## config.mk

```make
export PLATFORM = sky130hd
export DESIGN_NAME = game_sequencer
export DESIGN_NICKNAME = d
export VERILOG_FILES = /design/src/rtl/game_sequencer_pkg.sv /design/src/rtl/game_sequencer_lfsr8.sv /design/src/rtl/game_sequencer.sv
export SDC_FILE = /design/constraint.sdc
export NUM_CORES = 1
export LEC_CHECK = 0
export ABC_AREA = 1
export ABC_CLOCK_PERIOD_IN_PS = 8150
export BUFFER_PORTS_ARGS = -buffer_cell sky130_fd_sc_hd__buf_2
export CAP_MARGIN = 20
export CORE_ASPECT_RATIO = 1.5
export CORE_UTILIZATION = 60
export DETAILED_ROUTE_END_ITERATION = 16
export PLACE_DENSITY = 0.9
export SKIP_CTS_REPAIR_TIMING = 1
export SLEW_MARGIN = 15
export SYNTH_ARGS = -nofsm -noshare
export SYNTH_HDL_FRONTEND = slang
export SYNTH_SLANG_ARGS = --single-unit
```

## constraint.sdc

```tcl
create_clock -name gameClk -period 8.15 [get_ports gameClk]
set_input_delay 1.63 -clock gameClk [delete_from_list [all_inputs] [get_ports gameClk]]
set_output_delay 1.63 -clock gameClk [all_outputs]
set_load 0.02 [all_outputs]
```

## src/rtl/game_sequencer_pkg.sv

```systemverilog
// Shared constants for the pipe-scrolling game sequencer: state encodings,
// default geometry and the LFSR step function.
package game_sequencer_pkg;

  typedef enum logic [1:0] {
    StIdle    = 2'd0,
    StPlaying = 2'd1,
    StOver    = 2'd2
  } game_state_e;

  localparam int unsigned CoordW      = 11;
  localparam int unsigned XStart      = 640;
  localparam int unsigned PipeSpacing = 320;
  localparam int unsigned XRespawn    = 640;
  localparam int unsigned PipeSpeed   = 2;
  localparam int unsigned GapYMin     = 150;
  localparam int unsigned GapYInit    = 240;
  localparam int unsigned BirdX       = 160;
  localparam int unsigned PipeWidth   = 40;

  localparam logic [7:0] LfsrSeed = 8'hA5;
  // Galois toggle mask for x^8+x^6+x^5+x^4+1, right-shifting form.
  localparam logic [7:0] LfsrMask = 8'hB8;

  function automatic logic [7:0] lfsr_next(input logic [7:0] cur);
    return {1'b0, cur[7:1]} ^ (cur[0] ? LfsrMask : 8'h00);
  endfunction

endpackage

```

## src/rtl/game_sequencer_lfsr8.sv

```systemverilog
// Free-running 8-bit Galois LFSR; the seed is nonzero and the polynomial
// is primitive, so the all-zero lock-up state is never reached.
module lfsr8
  import game_sequencer_pkg::*;
(
  input  logic       gameClk,
  input  logic       reset,
  output logic [7:0] q
);

  logic [7:0] lfsr_q;

  always_ff @(posedge gameClk or posedge reset) begin
    if (reset) begin
      lfsr_q <= LfsrSeed;
    end else begin
      lfsr_q <= lfsr_next(lfsr_q);
    end
  end

  assign q = lfsr_q;

endmodule

```

## src/rtl/game_sequencer.sv

```systemverilog
// Game state machine: scrolls two pipes, respawns them with pseudo-random gap
// heights, counts pipes passed by the bird and freezes the field on a hit.
module game_sequencer
  import game_sequencer_pkg::*;
#(
  parameter int unsigned X_START      = XStart,
  parameter int unsigned PIPE_SPACING = PipeSpacing,
  parameter int unsigned X_RESPAWN    = XRespawn,
  parameter int unsigned PIPE_SPEED   = PipeSpeed,
  parameter int unsigned GAP_Y_MIN    = GapYMin,
  parameter int unsigned GAP_Y_INIT   = GapYInit,
  parameter int unsigned BIRD_X       = BirdX
) (
  input  logic              gameClk,
  input  logic              reset,
  input  logic              start,
  input  logic              hitColumn,
  output logic [CoordW-1:0] Ax,
  output logic [CoordW-1:0] Ay,
  output logic [CoordW-1:0] Bx,
  output logic [CoordW-1:0] By,
  output logic              colReset,
  output logic [1:0]        state,
  output logic [7:0]        score
);

  localparam logic [CoordW-1:0] AxInit  = CoordW'(X_START);
  localparam logic [CoordW-1:0] BxInit  = CoordW'(X_START + PIPE_SPACING);
  localparam logic [CoordW-1:0] YInit   = CoordW'(GAP_Y_INIT);
  localparam logic [CoordW-1:0] XRsp    = CoordW'(X_RESPAWN);
  localparam logic [CoordW-1:0] Speed   = CoordW'(PIPE_SPEED);
  localparam logic [CoordW-1:0] BirdPos = CoordW'(BIRD_X);

  game_state_e       state_q, state_d;
  logic              first_q, first_d;
  logic [CoordW-1:0] ax_q, ax_d, ay_q, ay_d;
  logic [CoordW-1:0] bx_q, bx_d, by_q, by_d;
  logic [7:0]        score_q, score_d;
  logic              col_q, col_d;

  logic [7:0]        lfsr_q;
  logic              unused_lfsr_msb;
  logic [CoordW-1:0] gap_y;
  logic              a_cross, b_cross;
  logic [1:0]        n_cross;
  logic [8:0]        score_sum;

  lfsr8 u_lfsr (
    .gameClk (gameClk),
    .reset   (reset),
    .q       (lfsr_q)
  );

  assign unused_lfsr_msb = lfsr_q[7];
  // One shared sample, so pipes respawning together get the same gap.
  assign gap_y = CoordW'(GAP_Y_MIN) + {{(CoordW-7){1'b0}}, lfsr_q[6:0]};

  always_comb begin
    state_d   = state_q;
    first_d   = 1'b0;
    ax_d      = ax_q;
    ay_d      = ay_q;
    bx_d      = bx_q;
    by_d      = by_q;
    score_d   = score_q;
    a_cross   = 1'b0;
    b_cross   = 1'b0;
    n_cross   = 2'd0;
    score_sum = 9'd0;

    unique case (state_q)
      StIdle: begin
        if (start) begin
          state_d = StPlaying;
          first_d = 1'b1;
        end
      end
      StPlaying: begin
        // The detector output lags by a cycle, so its first value is stale.
        if (hitColumn && !first_q) begin
          state_d = StOver;
        end
      end
      StOver: begin
        if (start) begin
          state_d = StIdle;
        end
      end
      default: state_d = StIdle;
    endcase

    if (state_q == StPlaying) begin
      if (ax_q >= Speed) begin
        ax_d = ax_q - Speed;
      end else begin
        ax_d = XRsp;
        ay_d = gap_y;
      end
      if (bx_q >= Speed) begin
        bx_d = bx_q - Speed;
      end else begin
        bx_d = XRsp;
        by_d = gap_y;
      end
      a_cross   = (ax_q >= BirdPos) && (ax_d < BirdPos);
      b_cross   = (bx_q >= BirdPos) && (bx_d < BirdPos);
      n_cross   = {1'b0, a_cross} + {1'b0, b_cross};
      score_sum = {1'b0, score_q} + {7'd0, n_cross};
      score_d   = score_sum[8] ? 8'hFF : score_sum[7:0];
    end else if (state_d == StIdle) begin
      ax_d    = AxInit;
      bx_d    = BxInit;
      ay_d    = YInit;
      by_d    = YInit;
      score_d = 8'd0;
    end

    col_d = (state_d == StIdle);
  end

  always_ff @(posedge gameClk or posedge reset) begin
    if (reset) begin
      state_q <= StIdle;
      first_q <= 1'b0;
      ax_q    <= AxInit;
      bx_q    <= BxInit;
      ay_q    <= YInit;
      by_q    <= YInit;
      score_q <= 8'd0;
      col_q   <= 1'b1;
    end else begin
      state_q <= state_d;
      first_q <= first_d;
      ax_q    <= ax_d;
      bx_q    <= bx_d;
      ay_q    <= ay_d;
      by_q    <= by_d;
      score_q <= score_d;
      col_q   <= col_d;
    end
  end

  assign Ax       = ax_q;
  assign Ay       = ay_q;
  assign Bx       = bx_q;
  assign By       = by_q;
  assign colReset = col_q;
  assign state    = state_q;
  assign score    = score_q;

endmodule

```

After elaboration in Yosys (flattened, before gate mapping)
Cells that the tools add are included.

Muxes and demuxes: 23. Reductions and logical operators: 9. Magnitude comparators: 6. Bitwise gates (word level): 1. Equal/unequal tests: 4. Add/sub/neg operators: 5.

Operator list (count): 11-bit 2-to-1 mux (13); 8-bit 2-to-1 mux (4); 11-bit by 2-bit greater-or-equal comparator with 1-bit output, second input constant (2); 11-bit by 8-bit greater-or-equal comparator with 1-bit output, second input constant (2); 11-bit by 8-bit less-than comparator with 1-bit output, second input constant (2); 11-bit by 2-bit subtractor with 11-bit output, second input constant (2); 8-bit by 2-bit adder with 9-bit output (1); 8-bit by 7-bit adder with 9-bit output, first input constant (1); 7-bit by 8-bit bitwise XOR with 8-bit output (1); 2-bit 2-to-1 mux (3); 2-bit one-hot mux with 3 select lines (1); 2-bit zero test (2); 2-bit inequality test, second input constant (2); 2-bit AND reduction (2); 1-bit logical AND (3); 1-bit by 1-bit adder with 2-bit output (1); 2-bit by 1-bit == test with 1-bit output, second input constant (1); 2-bit == test, second input constant (1); 1-bit 2-to-1 mux (2); 2-bit nonzero test (1); 1-bit zero test (1).

Register bits: 64. Logic and storage cells: 57. Input port bits: 4. Output and inout bits: 55.

Longest topological paths before layout
Gate-level depths: netlist of run 1.

Depth in word-level cells: 9. Depth in mapped cells: 19. Depth with buffers taken out: 19.

Cells and area by module
A second synthesis of run 1 with hierarchy kept.

Cell total of the unflattened synthesis: 385. Area, all modules: 3084.2 µm².

By module, submodules not included: game_sequencer (times used 1, area an instance 2826.5 µm², cells each 363, sequential area each 1270.0 µm²); lfsr8 (times used 1, area an instance 257.7 µm², cells each 22, sequential area each 205.2 µm²).

Least setup slack after synthesis of run 1
No wires, ideal clock.

Kind: reg-to-reg. From: register bx_q[1], in the netlist Bx[1]. To: register score_q[3], in the netlist score[3]. Data arrival time: 2757 ps. Stages on the path, launching flop included: 19. Data required time: 8067 ps. Path slack: 5311 ps. Library setup time: 83 ps. Path buffers: 0. Clock period less this slack: 2839 ps. Cells stage by stage: dfrtp_1 -> inv_1 -> ha_1 -> nand3_2 -> nor2_2 -> nand2_2 -> nand2_1 -> nor2_1 -> nor2_1 -> nand2_1 -> fa_1 -> inv_1 -> ha_1 -> nand2_1 -> nor3_1 -> nand3_1 -> nand3_1 -> nand2_1 -> o21ai_0.

Word-level cells in the longest chain between the ends: 9. Elaborated cells on any way between the ends: 11. Classes of those cells: 3 x add/sub; 3 x order compare; 4 x mux; 1 x reduce/logical.

RTL lines: start, declared (line game_sequencer.sv:37) `logic [CoordW-1:0] bx_q, bx_d, by_q, by_d;`; start signal, assigned (line game_sequencer.sv:126) `bx_q <= BxInit;`; 11-bit by 2-bit subtractor with 11-bit output / 11-bit by 2-bit greater-or-equal comparator with 1-bit output (equally long branches) (line game_sequencer.sv:100, game_sequencer.sv:99); 11-bit 2-to-1 mux (line game_sequencer.sv:99) `if (bx_q >= Speed) begin`; 11-bit 2-to-1 mux (line game_sequencer.sv:92) `if (state_q == StPlaying) begin`; 11-bit by 8-bit less-than comparator with 1-bit output (line game_sequencer.sv:106) `b_cross = (bx_q >= BirdPos) && (bx_d < BirdPos);`; 1-bit logical AND * (line game_sequencer.sv:106); 1-bit by 1-bit adder with 2-bit output * (line game_sequencer.sv:107) `n_cross = {1'b0, a_cross} + {1'b0, b_cross};`; 8-bit by 2-bit adder with 9-bit output * (line game_sequencer.sv:108) `score_sum = {1'b0, score_q} + {7'd0, n_cross};`; 8-bit 2-to-1 mux * (line game_sequencer.sv:109) `score_d = score_sum[8] ? 8'hFF : score_sum[7:0];`; 8-bit 2-to-1 mux * (line game_sequencer.sv:92); end signal, assigned (line game_sequencer.sv:138) `score_q <= score_d;`; end, declared (line game_sequencer.sv:38) `logic [7:0] score_q, score_d;`.

Mark *: on every way between the ends. The rest lies on a longest branch, timed or not. The select of a mux whose other input is x is not followed. A chain may end at the register's enable or synchronous reset.

Worst setup path in the final report of run 1
Ends and elaborated chain as after synthesis.

==> results of run 1 <==
-- how the worst min path moves through the flow --
| stage | from | endpoint | depth (start not counted) |
|---|---|---|---|
| 2_1_floorplan | u_lfsr.q[1] | u_lfsr.q[0] | 0 |
| 3_3_place_gp | u_lfsr.q[7] | u_lfsr.q[6] | 0 |
| 3_5_place_dp | u_lfsr.q[7] | u_lfsr.q[6] | 0 |
| 4_1_cts | u_lfsr.q[7] | u_lfsr.q[6] | 0 |
| 5_1_grt | u_lfsr.q[7] | u_lfsr.q[6] | 0 |
| 6_report | u_lfsr.q[7] | u_lfsr.q[6] | 0 |
-- kinds of logic (layout without fill, tap and decap cells) --
logic type,after synthesis,in the layout,synth area share
xor+xnor,13,13,0.0367
flops,58,58,0.476
buf+inv,56,111,0.0827
compound gates,54,54,0.105
fa+ha+maj,7,7,0.0307
simple gates,181,181,0.268
other cells,1,6,0.00121
-- routing by layer --
metal,part of all wire,up-vias,GRT usage
met3,0.031,15,0.0777
li1,-,1286,-
met2,0.54,66,0.461
met1,0.40,1284,0.345
met4,0.024,0,0.140
met5,0,-,0
-- layout make-up --
cell class | count | area (sq um) | area share
flip-flops and latches | 58 | 1480 | 0.413
multi-input cells | 261 | 1390 | 0.389
repair buffers | 53 | 268 | 0.0750
clock buffers | 14 | 163 | 0.0456
inverters | 42 | 158 | 0.0442
well taps | 66 | 82.6 | 0.0231
clock inverters | 2 | 35.0 | 0.00981
-- cell usage in the layout, fill, tap and decap left out --
master | synthesis | final
sky130_fd_sc_hd__nand4_1 | 7 | 7
sky130_fd_sc_hd__conb_1 | 1 | 6
sky130_fd_sc_hd__o22ai_1 | 6 | 6
sky130_fd_sc_hd__nand3_2 | 3 | 3
sky130_fd_sc_hd__nor2_2 | 8 | 8
sky130_fd_sc_hd__nand3_1 | 20 | 20
sky130_fd_sc_hd__clkbuf_8 | 0 | 11
sky130_fd_sc_hd__ha_1 | 6 | 6
sky130_fd_sc_hd__o21ai_2 | 8 | 8
sky130_fd_sc_hd__buf_2 | 4 | 52
sky130_fd_sc_hd__nand2_2 | 5 | 5
sky130_fd_sc_hd__dfstp_2 | 19 | 19
sky130_fd_sc_hd__a21oi_1 | 7 | 7
sky130_fd_sc_hd__nor3_1 | 2 | 2
sky130_fd_sc_hd__o21ai_4 | 1 | 1
sky130_fd_sc_hd__o211ai_1 | 3 | 3
sky130_fd_sc_hd__inv_2 | 2 | 3
sky130_fd_sc_hd__bufinv_16 | 0 | 1
sky130_fd_sc_hd__inv_1 | 40 | 39
sky130_fd_sc_hd__fa_1 | 1 | 1
sky130_fd_sc_hd__nor2_4 | 2 | 2
sky130_fd_sc_hd__clkbuf_1 | 1 | 3
sky130_fd_sc_hd__nand2_4 | 5 | 5
sky130_fd_sc_hd__dfrtp_1 | 39 | 39
sky130_fd_sc_hd__o21ai_0 | 20 | 20
sky130_fd_sc_hd__xnor2_1 | 2 | 2
sky130_fd_sc_hd__xor2_1 | 11 | 11
sky130_fd_sc_hd__clkinv_2 | 0 | 1
sky130_fd_sc_hd__nor2_1 | 27 | 27
sky130_fd_sc_hd__o21ai_1 | 9 | 9
sky130_fd_sc_hd__nand2_1 | 101 | 101
sky130_fd_sc_hd__buf_4 | 7 | 1
sky130_fd_sc_hd__or2_2 | 1 | 1
-- power by group through the flow --
stage	clock, mW	sequential [mW]	combinational, mW
2_1_floorplan	0	0.518	0.426
3_3_place_gp	0	0.444	0.612
3_5_place_dp	0	0.445	0.636
4_1_cts	0.273	0.443	0.640
5_1_grt	0.287	0.453	0.705
6_report	0.268	0.444	0.635
-- stage by stage --
step	std cells	hold slack (ns)	worst slack, ns	area [sq um]
2_1_floorplan	375	0.370	5.12	3120
3_3_place_gp	480	0.381	5.01	3370
3_5_place_dp	480	0.382	4.91	3370
4_1_cts	496	0.386	4.85	3570
5_1_grt	496	0.389	4.52	3570
6_report	496	0.382	4.83	3570
-- sequential cells by signal, summed over array words and instances, names as in the netlist --
register  count
state         2
score         8
colReset      1
u_lfsr.q      8
Ay            9
Bx           10
Ax           10
first_q       1
By            9
-- worst max-delay path: cells and delay by family, from the launching register on --
family                   cells  cell delay (ns)
AO/OA/AOI/OAI                1             0.12
adder cells (fa/ha/maj)      3             0.83
buffers and inverters        2             0.27
flip-flops                   1             0.41
AND/OR/NAND/NOR             12             1.59
==> summary.md, run 1 <==
Area share of the leading cell type in the synthesized netlist: 0.315. The proportion of register bits with asynchronous set or reset after synthesis came out at 1.00. Dividing the synthesized area by the synthesized cell count gives 8.38 sq um. VDD sags by at most 0.300 mV. The floorplan step defined a core boundary enclosing 4890 sq um. The overall routed net length is 6760 microns. The startpoint identified for the worst register-to-register timing path is Bx[1]. The clock period could shrink to 3.32 ns.

The upper clock frequency limit came out at 301 MHz. The logs give 0.476 for the sequential cell area fraction in the yosys report and 0 for the final global-route overflow total. The H-tree generated during clock tree synthesis spans 3 levels.

The analysis attributes to net switching a power of 0.618 mW. In the synthesized netlist the dominant register cell turns out to be sky130_fd_sc_hd__dfrtp_1. In this run, the number of DRC markers left after iteration 0 of detailed routing was 165. After synthesis, the cell types taking the most area are sky130_fd_sc_hd__dfrtp_1 31%, sky130_fd_sc_hd__dfstp_2 16%, sky130_fd_sc_hd__nand2_1 12%, sky130_fd_sc_hd__inv_1 4.8%, sky130_fd_sc_hd__nor2_1 3.3%.

Tracing the worst setup path back leads to its startpoint at Bx[1]. The die extent in x is 60.7 microns, and the port buffer count is 52. In this run, distinct cell masters in the synthesized netlist total 31.

Entering global routing, the biggest net connects 59 pins. The setup check on the worst reg-to-reg path leaves a slack of 4.83 ns. The path type of the worst setup path is reg2reg.

The via count of the first global-routing pass is 2547. The total global-route track usage was 0.287. In this design, the critical path's most frequently occurring cell is sky130_fd_sc_hd__nand2_1. The detailed-router iteration count before antenna repair is 4. The switching share of power is 0.458, and the total number of vias is 2651.

Detailed placement finished with a half-perimeter wire length of 4770 microns. The clock transition time at the flip-flop clock pins of the worst setup and hold paths is 0.07 ns, and the clock latency at the later pin of the worst-skew pair is 0.35 ns. The min-delay analysis places its worst path in the category reg2reg.

The clock share of power is 0.199, and the power density relative to cell area is 377 nW/um^2. By instance count, the leading cell after synthesis is sky130_fd_sc_hd__nand2_1. The largest single stage delay on the critical path is 0.41 ns.

For the area of the die, the log shows 5470 sq um. Setup repair after global routing left no endpoint under its margin. The run finished with clean final reports.

The worst register-to-register path ends at score[3]. Synthesis inferred 58 register bits. For the initial antenna violation count, the log shows 0.

TritonCTS built the clock tree. The site row count came out at 31. The cell sitting at the root of the clock tree is a sky130_fd_sc_hd__clkbuf_8. The share of final-layout standard cells stronger than drive strength 1 is 0.281. Across the run, the number of max-cap violations was 0. The congestion estimate from routability-driven global placement came to 0.888.

In the synthesized netlist, the number of instances is 370. After synthesis the cells add up to 3100 sq um. STA classifies the critical path endpoint as a register. The tools report the remaining number of nets flagged by the antenna check after routing as 0. For the final core area utilization, the log shows 0.730. The design draws 1.35 mW.

For the worst setup path, the data required time is 8.40 ns. Dividing the detail-routed wire length by the instance count gives 13.6 microns. The commonest cells after synthesis are 101 x sky130_fd_sc_hd__nand2_1, 40 x sky130_fd_sc_hd__inv_1, 39 x sky130_fd_sc_hd__dfrtp_1, 27 x sky130_fd_sc_hd__nor2_1. The max-slew violation total from the final report was 0; the setup violation total in the final timing report was 0. Buffers inserted during clock tree synthesis total 9. The floorplan step set the die height to 90.1 microns. The worst clock skew on the final layout is 0.0116 ns, and the transition at the pin with the smallest max-transition slack is 0.716 ns. In this run the static leakage power is 1.86 nW. The relative max-transition margin is 0.521. 59 I/O pins were placed.

Dividing the detail-routed via count by the number of cells gives 5.34. Of all nets on the critical path, the largest fanout is 6. STA classifies the critical path startpoint as a register. The logs give 0 for the number of endpoints with negative hold slack in the final report and 0 for the number of synthesis warnings. The number of inserted diodes is 0, and the residual DRC count is 0. Post-route clock period utilization: 0.407. For the cell internal power dissipation, the log shows 0.730 mW.

The library cell with the largest summed area after synthesis was sky130_fd_sc_hd__dfrtp_1. On the critical path, the stage with the largest delay is an instance of sky130_fd_sc_hd__dfrtp_1. The logs give 0.330 for the share of total power in sequential cells and 436 for the net count reported at finish. The clock net in this run drives a total of 58 sinks.

The layout overhead on the synthesized area was 15.1%. The tools report the capture point of the critical path as score[3]. The arrival time at the worst endpoint is 3.57 ns, and the share of total power in combinational logic is 0.471. For the filler cell count, the log shows 369. The count of cells along the worst register-to-register path is 18. The signal on the critical path passes through inv_1, ha_1, nand3_2, nor2_2, nand2_2, nand3_1, nand2_1, nand2_1, nand2_1, fa_1, inv_1, ha_1, nand2_1, nor3_1, nand3_1, nand3_1, nand2_1, o21ai_0. The first global-routing pass estimated 11500 microns of wire. The total negative slack is 0 ns, and the number of synthesized flops with an enable pin is 0. The clock passes through at most 2 buffers. The initial core utilization was 0.635.
Note: power is estimated with default switching activity, not from simulation.
==> run 2, diff against run 1 <==
--- a/config.mk
+++ b/config.mk
@@ -5,14 +5,14 @@
 export SDC_FILE = /design/constraint.sdc
 export NUM_CORES = 1
 export LEC_CHECK = 0
-export ABC_AREA = 1
-export ABC_CLOCK_PERIOD_IN_PS = 8150
+export ABC_AREA = 0
+export ABC_CLOCK_PERIOD_IN_PS = 3300
 export BUFFER_PORTS_ARGS = -buffer_cell sky130_fd_sc_hd__buf_2
 export CAP_MARGIN = 20
 export CORE_ASPECT_RATIO = 1.5
-export CORE_UTILIZATION = 60
+export CORE_UTILIZATION = 55
 export DETAILED_ROUTE_END_ITERATION = 16
-export PLACE_DENSITY = 0.9
+export PLACE_DENSITY = 0.85
 export SKIP_CTS_REPAIR_TIMING = 1
 export SLEW_MARGIN = 15
 export SYNTH_ARGS = -nofsm -noshare
==> constraint.sdc (replaced) <==
create_clock -name gameClk -period 3.3 [get_ports gameClk]
set_input_delay 0.66 -clock gameClk [delete_from_list [all_inputs] [get_ports gameClk]]
set_output_delay 0.66 -clock gameClk [all_outputs]
set_load 0.02 [all_outputs]
==> run 2 against run 1 <==
Compared with the run above:
- non-clock buffer count is 23 higher
- register-to-register slack got worse by 4.8 ns
- synthesized cell count decreased by 11%
- via count increased by 1.8%
- synthesized area decreased by 2.5%
- clock power up 110%
- clock skew shrank 0.0034 ns
- critical path type unchanged
==> summary.md, run 2 <==
For the relative max-transition margin, the log shows 0.491 (was 0.521). Leading post-synthesis cells by instance count: 39 x sky130_fd_sc_hd__dfrtp_1, 39 x sky130_fd_sc_hd__nand2_1, 37 x sky130_fd_sc_hd__o21ai_0, 30 x sky130_fd_sc_hd__nor2_1, 19 x sky130_fd_sc_hd__dfstp_2 (was 101 x sky130_fd_sc_hd__nand2_1, 40 x sky130_fd_sc_hd__inv_1, 39 x sky130_fd_sc_hd__dfrtp_1, 27 x sky130_fd_sc_hd__nor2_1). The logs give 1480 sq um (about the same) for the area taken by flip-flops and latches and 309 MHz (was 301 MHz) for the upper clock frequency limit. Area of the die: 5810 sq um (was 5470 sq um). For the detailed-router iteration count before antenna repair, the log shows 4 (unchanged). The kind of launch point of the worst setup path is a register (unchanged).

The tools report the number of synthesis warnings as 0 (unchanged). The library cell with the largest summed area after synthesis was sky130_fd_sc_hd__dfrtp_1 (unchanged). The port buffer count works out to 52 (unchanged). The overall routed net length was 7090 microns (was 6760 microns); the mean number of vias per cell was 5.73 (was 5.34). The cell with the largest stage delay on the worst path is sky130_fd_sc_hd__or3b_2 (was sky130_fd_sc_hd__dfrtp_1). The reported max-cap violation count is 0 (unchanged). Crit-path cells: inv_1, ha_2, or3b_2, nor3_2, nand2_1, o21ai_0, nand3_2, fa_2, inv_2, ha_4, and3_4, and3_4, nand3_4, o21ai_0, a22o_1 (was inv_1, ha_1, nand3_2, nor2_2, nand2_2, nand3_1, nand2_1, nand2_1, nand2_1, fa_1, inv_1, ha_1, nand2_1, nor3_1, nand3_1, nand3_1, nand2_1, o21ai_0).

The biggest cell delay along the critical path works out to 0.50 ns (was 0.41 ns). The tools report the synthesized cell area as 3020 sq um (was 3100 sq um). The run gives 3490 sq um (was 3370 sq um) as the standard cell area after detailed placement. Endpoint type of the worst setup path: a register (unchanged). The number of DRC markers after the initial detailed-route iteration is 105 (was 165), and the top-level I/O count is 59 (unchanged).

The run gives 58 (unchanged) as the total clock sinks. Transition at the pin with the smallest max-transition slack: 0.757 ns (was 0.716 ns). Leading cell types by total area after synthesis: sky130_fd_sc_hd__dfrtp_1 32%, sky130_fd_sc_hd__dfstp_2 17%, sky130_fd_sc_hd__o21ai_0 6.1%, sky130_fd_sc_hd__nand2_1 4.8%, sky130_fd_sc_hd__nor2_1 3.7% (was sky130_fd_sc_hd__dfrtp_1 31%, sky130_fd_sc_hd__dfstp_2 16%, sky130_fd_sc_hd__nand2_1 12%, sky130_fd_sc_hd__inv_1 4.8%, sky130_fd_sc_hd__nor2_1 3.3%). The path type of the worst setup path was reg2reg (unchanged). Remaining number of nets flagged by the antenna check after routing: 0 (unchanged). The launching instance or port of the critical path is Ax[1] (was Bx[1]). The proportion of register bits with asynchronous set or reset after synthesis came out at 1.00 (unchanged). The area of the core region was 5200 sq um (was 4890 sq um). The maximum number of pins on one net before global-route repair was 26 (was 59). The placed wire-length estimate after detailed placement came out at 4940 microns (was 4770 microns). The time the final worst path needs with I/O delays and setup works out to 3.24 ns (was 3.32 ns).

Leakage power total: 1.76 nW (was 1.86 nW). The most common library cell in the layout ignoring fill and taps was sky130_fd_sc_hd__buf_2 (was sky130_fd_sc_hd__nand2_1). The initial core utilization was 0.581 (was 0.635); the net count reported at finish was 409 (was 436).

The run gives 3.51 ns (was 3.57 ns) as the arrival time at the worst endpoint. The tools report the first-pass GRT wire length as 11300 microns (was 11500 microns). The total number of vias is 2700 (was 2651), and the clock transition time at the flip-flop clock pins of the worst setup and hold paths is 0.07 ns (about the same). The chip height was 92.8 microns (was 90.1 microns); the mean routed wirelength per cell was 15.0 microns (was 13.6 microns). For the setup violation total in the final timing report, the log shows 0 (unchanged). Highest net fanout along the worst path: 7 (was 6). Layout overhead on the synthesized area: 24.3% (was 15.1%).

Cell type group with the largest total delay on the critical path: simple AND/OR/NAND/NOR gates (unchanged). The run gives 0.254 (was 0.287) as the total global-route track usage. Type of the most critical hold path: in2async (was reg2reg). Average cell area after synthesis: 9.22 sq um (was 8.38 sq um). The logs give 3760 sq um (was 3570 sq um) for the post-route cell area and 0 (unchanged) for the number of inserted diodes. The power density relative to cell area was 883 nW/um^2 (was 377 nW/um^2).

The count of state elements after synthesis was 58 (unchanged). The filler cell count was 415 (was 369); the sequential cell area fraction in the yosys report was 0.488 (was 0.476). The number of instances in the synthesized netlist is 328 (was 370), and the worst clock skew on the final layout is 0.00816 ns (was 0.0116 ns). The logs give 0 (unchanged) for the max-slew violation total from the final report and 1520 sq um (was 1390 sq um) for the combined area of the multi-input logic cells. For the initial antenna violation count, the log shows 0 (unchanged). The most used flip-flop cell after synthesis is sky130_fd_sc_hd__dfrtp_1 (unchanged).

The run finished with clean final reports. The number of buffers created by CTS came out at 9 (unchanged). The share of final-layout standard cells stronger than drive strength 1 works out to 0.370 (was 0.281).

The run gives 3.32 mW (was 1.35 mW) as the total chip power. The site row count was 32 (was 31); the area share of the leading cell type in the synthesized netlist was 0.323 (was 0.315). Most used cells in the layout excluding fill and tap cells: 52 x sky130_fd_sc_hd__buf_2, 39 x sky130_fd_sc_hd__nand2_1, 35 x sky130_fd_sc_hd__dfrtp_1 (was 101 x sky130_fd_sc_hd__nand2_1, 52 x sky130_fd_sc_hd__buf_2, 39 x sky130_fd_sc_hd__dfrtp_1, 39 x sky130_fd_sc_hd__inv_1, 27 x sky130_fd_sc_hd__nor2_1).

The residual DRC count came out at 0 (unchanged). The run gives 0.264 ns (was 0.382 ns) as the worst hold slack. The die extent in x was 62.5 microns (was 60.7 microns); the H-tree depth was 3 (unchanged). Setup repair after global routing could not meet its margin everywhere. The final global-route overflow total is 0 (unchanged), and the via count of the first global-routing pass is 2455 (was 2547). Clock latency at the later pin of the worst-skew pair: 0.34 ns (was 0.35 ns). The tools report the reg-to-reg critical path startpoint as Ax[1] (was Bx[1]). The tools report the root buffer cell as sky130_fd_sc_hd__clkbuf_8 (unchanged).

TritonCTS built the clock tree. The number of endpoints with negative hold slack in the final report is 0 (unchanged). The buffering stage count on the worst path with inverters included is 2 (unchanged), and the largest buffer count on any clock path is 2 (unchanged). The total negative slack is 0 ns (unchanged). The maximum ir drop on the vdd rail was 0.587 mV (was 0.300 mV); the number of distinct library cells after synthesis was 55 (was 31).

The number of synthesized flops with an enable pin came out at 0 (unchanged). The post-route clock period utilization came out at 0.982 (was 0.407). The required time at the endpoint of the critical path was 3.57 ns (was 8.40 ns); the weighted congestion reported at the end of routability-driven placement was 0.867 (was 0.888).
[run 2: changes by cell type after synthesis, sizes merged, moves of 8 or more]
| cell | delta |
|---|---|
| inv | -26 |
| nand2 | -71 |
| nand2b | +8 |
| a21oi | +9 |
| nand3 | -15 |
| clkbuf | +12 |
[run 2: stage by stage]
step                      setup WS [ns]  instances   util
after floorplan                 -0.0373        333      -
after global placement           0.0788        451  0.670
after detailed placement        0.00663        451  0.670
after CTS                      -0.00605        467  0.703
after global routing             -0.121        471  0.722
final                            0.0597        471  0.722
[run 2: cell families (layout without fill, tap and decap cells)]
logic type	after synthesis	count (layout)	share of synthesized area
AO/OA/AOI/OAI	98	98	0.205
XOR/XNOR	10	10	0.0290
adder cells (fa/ha/maj)	7	7	0.0314
buffers and inverters	38	108	0.0559
flip-flops	58	58	0.488
multiplexers	2	2	0.00745
other	1	6	0.00124
AND/OR/NAND/NOR	114	114	0.182
[run 2: path summary, 6_finish.rpt]
kind / to / slack [ns] / cells after the start
setup / recovery: score[4] / 0.06 / 15
min in group gameClk: u_lfsr.q[6] / 0.39 / 0
setup reg to reg: score[4] / 0.06 / 15
hold / removal: state[1] / 0.26 / 2
max in group asynchronous: Ax[9] / 2.36 / 3
hold reg to reg: u_lfsr.q[6] / 0.39 / 0
[run 2: worst register-to-register path: stages (launching register included)]
cell and delay [ns]:
sky130_fd_sc_hd__dfrtp_2 0.45, sky130_fd_sc_hd__inv_1 0.08, sky130_fd_sc_hd__ha_2 0.23, sky130_fd_sc_hd__or3b_2 0.51, sky130_fd_sc_hd__nor3_2 0.22, sky130_fd_sc_hd__nand2_1 0.10
sky130_fd_sc_hd__o21ai_0 0.10, sky130_fd_sc_hd__nand3_2 0.12, sky130_fd_sc_hd__fa_2 0.36, sky130_fd_sc_hd__inv_2 0.08, sky130_fd_sc_hd__ha_4 0.14, sky130_fd_sc_hd__and3_4 0.18
sky130_fd_sc_hd__and3_4 0.21, sky130_fd_sc_hd__nand3_4 0.11, sky130_fd_sc_hd__o21ai_0 0.11, sky130_fd_sc_hd__a22o_1 0.18
[run 2: report_power, final]
group / total, mW / internal [mW] / switching, mW
sequential: 1.09 / 0.930 / 0.163
combinational: 1.65 / 0.643 / 1.01
clock: 0.572 / 0.288 / 0.284
[run 2: area by class of cell]
type	instances	share of cell area
Clock buffer	11	0.0376
Multi-Input combinational cell	237	0.404
Timing Repair Buffer	76	0.117
Inverter	16	0.0166
Sequential cell	58	0.394
Clock inverter	5	0.00799
Tap cell	68	0.0226
[run 2: layer usage]
metal  vias to the layer above  share of wire  GRT usage
li1                       1281              -          -
met5                         -              0          0
met4                         0          0.026      0.136
met3                        22          0.049     0.0677
met2                        94           0.53      0.432
met1                      1303           0.40      0.288
